File: src/rtl/inval_responder.sv
`default_nettype none
// +----------------------------------------------------------------------------+
// | Module   : inval_responder                                                 |
// | Purpose  : Queues invalidate addresses from a producer and hands them to   |
// |            the cache one at a time over the main bus. The cache polls      |
// |            with a request carrying the invalidate tag. If the queue is     |
// |            empty, the request is not answered, and the cache reads that    |
// |            silence as end-of-stream. A response that is not acknowledged   |
// |            within TIMEOUT cycles is withdrawn and kept in the queue.       |
// | Ports    : clk, reset                    - clock, sync active-high reset   |
// |            inval_valid/inval_addr/       - producer push handshake         |
// |            inval_ready                                                     |
// |            main_bus_reqcyc/reqtag        - cache request strobe and tag    |
// |            main_bus_respcyc/resp/resptag - response toward the cache       |
// |            main_bus_respack              - cache accepts the response      |
// |            pending                       - number of queued entries        |
// |            timeout_err                   - one-cycle pulse on ack timeout  |
// | Revision : 1.0 - initial release                                           |
// +----------------------------------------------------------------------------+
module inval_responder #(
  parameter int         BUS_DATA_WIDTH = 64,
  parameter int         BUS_TAG_WIDTH  = 13,
  parameter logic [3:0] INVAL_CODE     = 4'h3,
  parameter int         DEPTH          = 8,
  parameter int         TIMEOUT        = 15
) (
  input  logic                      clk,
  input  logic                      reset,
  input  logic                      inval_valid,
  input  logic [BUS_DATA_WIDTH-1:0] inval_addr,
  output logic                      inval_ready,
  input  logic                      main_bus_reqcyc,
  input  logic [BUS_TAG_WIDTH-1:0]  main_bus_reqtag,
  output logic                      main_bus_respcyc,
  output logic [BUS_DATA_WIDTH-1:0] main_bus_resp,
  output logic [BUS_TAG_WIDTH-1:0]  main_bus_resptag,
  input  logic                      main_bus_respack,
  output logic [$clog2(DEPTH):0]    pending,
  output logic                      timeout_err
);

  localparam int AW = $clog2(DEPTH);
  // The counter never holds more than TIMEOUT-1, so $clog2(TIMEOUT) bits are enough.
  localparam int TW = (TIMEOUT < 2) ? 1 : $clog2(TIMEOUT);

  localparam logic [AW:0]              DEPTH_CNT = (AW+1)'(DEPTH);
  localparam logic [TW-1:0]            TCNT_LAST = TW'(TIMEOUT - 1);
  localparam logic [BUS_TAG_WIDTH-1:0] INVAL_TAG = BUS_TAG_WIDTH'({INVAL_CODE, 8'h00});

  typedef enum logic [0:0] {
    IDLE    = 1'b0,
    PRESENT = 1'b1
  } state_t;

  state_t                    state_q, state_d;
  logic [AW-1:0]             wr_ptr_q, wr_ptr_d;
  logic [AW-1:0]             rd_ptr_q, rd_ptr_d;
  logic [AW:0]               count_q, count_d;
  logic [TW-1:0]             tcnt_q, tcnt_d;
  logic                      terr_q, terr_d;
  logic [BUS_DATA_WIDTH-1:0] mem_q [DEPTH];

  logic push;
  logic pop;
  logic req_hit;

  // inval_ready comes from the registered count. A pop in the same cycle
  // therefore does not free room for a push into a full queue.
  assign inval_ready = (count_q < DEPTH_CNT);
  assign push        = inval_valid && inval_ready;
  assign req_hit     = main_bus_reqcyc && (main_bus_reqtag == INVAL_TAG) && (count_q != '0);

  always_comb begin
    state_d = state_q;
    tcnt_d  = tcnt_q;
    terr_d  = 1'b0;
    pop     = 1'b0;
    unique case (state_q)
      IDLE: begin
        if (req_hit) begin
          state_d = PRESENT;
          tcnt_d  = '0;
        end
      end
      PRESENT: begin
        // An ack wins over a timeout that expires in the same cycle.
        if (main_bus_respack) begin
          pop     = 1'b1;
          state_d = IDLE;
        end else if (tcnt_q == TCNT_LAST) begin
          state_d = IDLE;
          terr_d  = 1'b1;
        end else begin
          tcnt_d = tcnt_q + 1'b1;
        end
      end
      default: state_d = IDLE;
    endcase
  end

  always_comb begin
    wr_ptr_d = push ? wr_ptr_q + 1'b1 : wr_ptr_q;
    rd_ptr_d = pop  ? rd_ptr_q + 1'b1 : rd_ptr_q;
    unique case ({push, pop})
      2'b10:   count_d = count_q + 1'b1;
      2'b01:   count_d = count_q - 1'b1;
      default: count_d = count_q;
    endcase
  end

  always_ff @(posedge clk) begin
    if (reset) begin
      state_q  <= IDLE;
      wr_ptr_q <= '0;
      rd_ptr_q <= '0;
      count_q  <= '0;
      tcnt_q   <= '0;
      terr_q   <= 1'b0;
    end else begin
      state_q  <= state_d;
      wr_ptr_q <= wr_ptr_d;
      rd_ptr_q <= rd_ptr_d;
      count_q  <= count_d;
      tcnt_q   <= tcnt_d;
      terr_q   <= terr_d;
    end
  end

  // The storage array needs no reset. Pointers and count define which entries are valid.
  always_ff @(posedge clk) begin
    if (push) begin
      mem_q[wr_ptr_q] <= inval_addr;
    end
  end

  // The head entry cannot change while PRESENT. It is popped only on exit,
  // and a push never targets the head slot of a non-empty queue.
  assign main_bus_respcyc = (state_q == PRESENT);
  assign main_bus_resp    = (state_q == PRESENT) ? mem_q[rd_ptr_q] : '0;
  assign main_bus_resptag = (state_q == PRESENT) ? INVAL_TAG : '0;
  assign pending          = count_q;
  assign timeout_err      = terr_q;

endmodule
`default_nettype wire

File: config.mk
export PLATFORM = sky130hd
export DESIGN_NAME = inval_responder
export DESIGN_NICKNAME = d
export VERILOG_FILES = /design/src/rtl/inval_responder.sv
export SDC_FILE = /design/constraint.sdc
export NUM_CORES = 1
export LEC_CHECK = 0
export CAP_MARGIN = 25
export CORE_ASPECT_RATIO = 1.25
export CORE_UTILIZATION = 47
export CTS_BUF_LIST = sky130_fd_sc_hd__clkbuf_16
export DETAILED_ROUTE_END_ITERATION = 8
export PLACE_DENSITY = 0.71
export SLEW_MARGIN = 20
export SYNTH_ARGS = -nofsm -noshare
export SYNTH_HDL_FRONTEND = slang
export SYNTH_SLANG_ARGS = --single-unit
File: constraint.sdc
create_clock -name clk -period 14.8 [get_ports clk]
set_input_delay 2.96 -clock clk [delete_from_list [all_inputs] [get_ports clk]]
set_output_delay 2.96 -clock clk [all_outputs]
set_load 0.005 [all_outputs]
==> impl_metrics.py <==
metrics = {
    "status": {
        "status": "finished clean",
    },
    "place": {
        "gp_congestion": 0.723,
        "portBuffers": 154,
        "place_inst": 1630,
        "place_ws_ns": 8.53,
        "post_dp_cell_area_mm2": 0.0228,
        "post-dp-hpwl_um": 21300,
    },
    "setup_path": {
        "critical_path.endpoint_type": "output port",
        "path_class": "reg2out",
        "arrival_ns": 3.60,
        "rrSetupSlack_ns": 12.01,
        "cp_max_fo": 46,
        "cp.required_ns": 11.84,
        "crit_path_start_kind": "flip-flop",
    },
    "die": {
        "die_x_um": 189,
        "start_util": 0.477,
        "ioPinCount": 166,
        "die_area_mm2": 0.0447,
        "core_area_mm2": 0.0432,
        "die_h_um": 236,
        "rows": 85,
    },
    "timing": {
        "rsz0062_at_grt": "false",
        "finalCriticalPeriod_ns": 6.56,
        "finalHoldViolCount": 0,
        "max_freq_mhz": 152,
        "finalCritPeriodShare": 0.443,
        "worst_slack_ns": 8.24,
        "skew_ns": 0.00851,
        "finalSetupViolCount": 0,
        "final_max_slew_viol_count": 0,
        "tightest_slew_ns": 1.07,
        "setup_tns_ns": 0,
        "slew_headroom": 0.287,
    },
    "power": {
        "leakage_uw": 0.00738,
        "powerDensity_mw_per_mm2": 122,
        "max-vdd-ir-drop_mv": 0.0750,
    },
    "global_routing": {
        "grt_pass1_wl_um": 59200,
        "grt_max_degree": 55,
        "antenna_found_initial": 4,
        "grt-ovfl-total": 0,
        "grt_pass1_vias": 9849,
        "grt_use_total": 0.178,
    },
    "synth": {
        "synthXorXnorAreaFrac": 0.00297,
        "synthSimpleGateAreaFrac": 0.0346,
        "seq_area_frac_synth": 0.764,
        "synthMuxAreaShare": 0.172,
        "syn_inst": 941,
        "syn_avg_cell_area_um2": 21.9,
        "synth_area_mm2": 0.0206,
        "synth_top_family_by_area": "multiplexers",
        "yosys.area_share.adder": 0.00364,
        "ys_seq_elements": 531,
        "synth_compound_area_frac": 0.00473,
        "ys_warn_count": 0,
        "synth_cell_types": 40,
    },
    "finish": {
        "layout.nets": 1205,
        "design_area_mm2": 0.0243,
        "final_cells": 1717,
        "drive_gt1_frac": 0.196,
        "fillCellCount": 3191,
        "syn_to_final_growth_pct": 17.8,
    },
    "cts": {
        "clock-root-buffer": "clkbuf_16",
        "post_cts_buffers": 0,
        "htreeDepth": 2,
        "clockBufferDepth": 3,
        "clock_latency_ns": 0.55,
        "cts_tree": "yes",
        "cts_made_buffers": 49,
        "cts_hold_buf": 0,
        "ctsResizeCount": 0,
        "clk_pin_slew_ns": 0.06,
        "cts_sinks": 531,
    },
    "route": {
        "vias": 9398,
        "drtAntennaViolNets": 0,
        "vias_per_cell": 5.47,
        "drtIter0Drc": 696,
        "drc": 0,
        "wl_per_cell_um": 22.7,
        "dr.pass1.iters": 6,
        "routed_wl_um": 39000,
    },
    "job": {
        "max-cap-violations": 0,
    },
    "hold_path": {
        "worstHoldPathType": "reg2reg",
    },
}
## critical path: stages, from the launching register on
cell and delay (ns):
dfxtp_4 0.78, buf_4 0.84, mux4_2 0.59, mux2i_1 0.26, nor2b_1 0.08, clkdlybuf4s50_1 0.45
## metrics by stage
step | total power (µW) | utilization | hold WS (ns)
floorplan | 1780 | - | 0.462
global placement | 1820 | 0.527 | 0.471
detailed placement | 1830 | 0.527 | 0.478
CTS | 3000 | 0.562 | 0.494
global route | 3060 | 0.562 | 0.517
finish | 2970 | 0.562 | 0.495
## synthesized netlist by cell type, drive strengths merged
library cell / n / area [µm²]
conb: 1 / 3.75
nor2b: 67 / 422
dfxtp: 19 / 380
nor3b: 4 / 30.0
a31oi: 2 / 12.5
a21oi: 6 / 30.0
nand2: 11 / 41.3
xnor2: 2 / 17.5
nor4b: 1 / 8.76
nand3: 5 / 25.0
mux4: 128 / 2880
buf: 47 / 307
xor2: 5 / 43.8
o211ai: 2 / 15.0
nand2b: 2 / 12.5
nor4: 4 / 31.3
nand4: 3 / 18.8
mux2: 1 / 11.3
a31o: 1 / 8.76
nor2: 15 / 56.3
nor4bb: 1 / 10.0
or2: 1 / 6.26
clkbuf: 12 / 45.0
nand4b: 1 / 8.76
or3: 2 / 12.5
inv: 3 / 11.3
mux2i: 65 / 651
o21ai: 3 / 15.0
ha: 6 / 75.1
a22o: 1 / 8.76
clkinv: 1 / 3.75
edfxtp: 512 / 15400
o31ai: 1 / 7.51
nor3: 6 / 30.0
## cells by family after synthesis
| group | after synthesis |
|---|---|
| AOI/OAI and AO/OA | 16 |
| other | 1 |
| xor gates and xnor gates | 7 |
| and+or+nand+nor | 123 |
| muxes | 194 |
| DFF | 531 |
| adders and majority gates | 6 |
| buffers and inverters | 63 |
## registers in the layout (all words and copies together), names as in the netlist, named ones only
name / cells
timeout_err: 1
wr_ptr_q: 3
mem_q: 512
pending: 4
main_bus_respcyc: 1
tcnt_q: 4
rd_ptr_q: 3
## worst paths after layout
path | startpoint | endpoint | cells past startpoint
max | flip-flop | main_bus_resp[49] | 5
min | rd_ptr_q[1]$_SDFFE_PP0P_ | rd_ptr_q[1]$_SDFFE_PP0P_ | 2
max reg2reg | pending[3]$_SDFFE_PP0P_ | mem_q[7][23]$_DFFE_PP_ | 4
min reg2reg | rd_ptr_q[1]$_SDFFE_PP0P_ | rd_ptr_q[1]$_SDFFE_PP0P_ | 2
## metal layers
| layer | up-vias | track usage | share of wire | wire length, µm |
|---|---|---|---|---|
| met5 | - | 0 | 0.0010 | 39 |
| met4 | 6 | 0.0450 | 0.016 | 622 |
| met3 | 52 | 0.0326 | 0.050 | 1950 |
| met2 | 220 | 0.310 | 0.52 | 20400 |
| met1 | 4924 | 0.231 | 0.41 | 16000 |
| li1 | 4196 | - | - | - |
## report_power, final
group | internal [µW] | leakage (µW) | switching (µW)
combinational | 43.6 | 0.00181 | 56.3
clock | 667 | 0.000767 | 506
sequential | 1690 | 0.00481 | 9.07
total | 2400 | 0.00738 | 571
## cell usage in the layout (no fill, tap or decap), drive strengths merged, types with 6 or more instances in the layout
cell / count
nor2: 15
ha: 6
buf: 20
nor2b: 67
nor3: 6
dfxtp: 19
conb: 11
clkdlybuf4s50: 154
a21oi: 6
clkinv: 18
edfxtp: 512
mux2i: 65
inv: 16
mux4: 128
nand2: 11
clkbuf: 49
## area by class of cell
type	count	area (µm²)	area share
Antenna cell	1	2.50	0.000103
Clock buffer	49	1230	0.0505
Clock inverter	36	260	0.0107
Inverter	4	15.0	0.000618
Multi-Input combinational cell	357	4580	0.189
Sequential cell	531	15800	0.649
Tap cell	565	707	0.0291
Timing Repair Buffer	174	1720	0.0710
(Power assumes the default switching activity.)
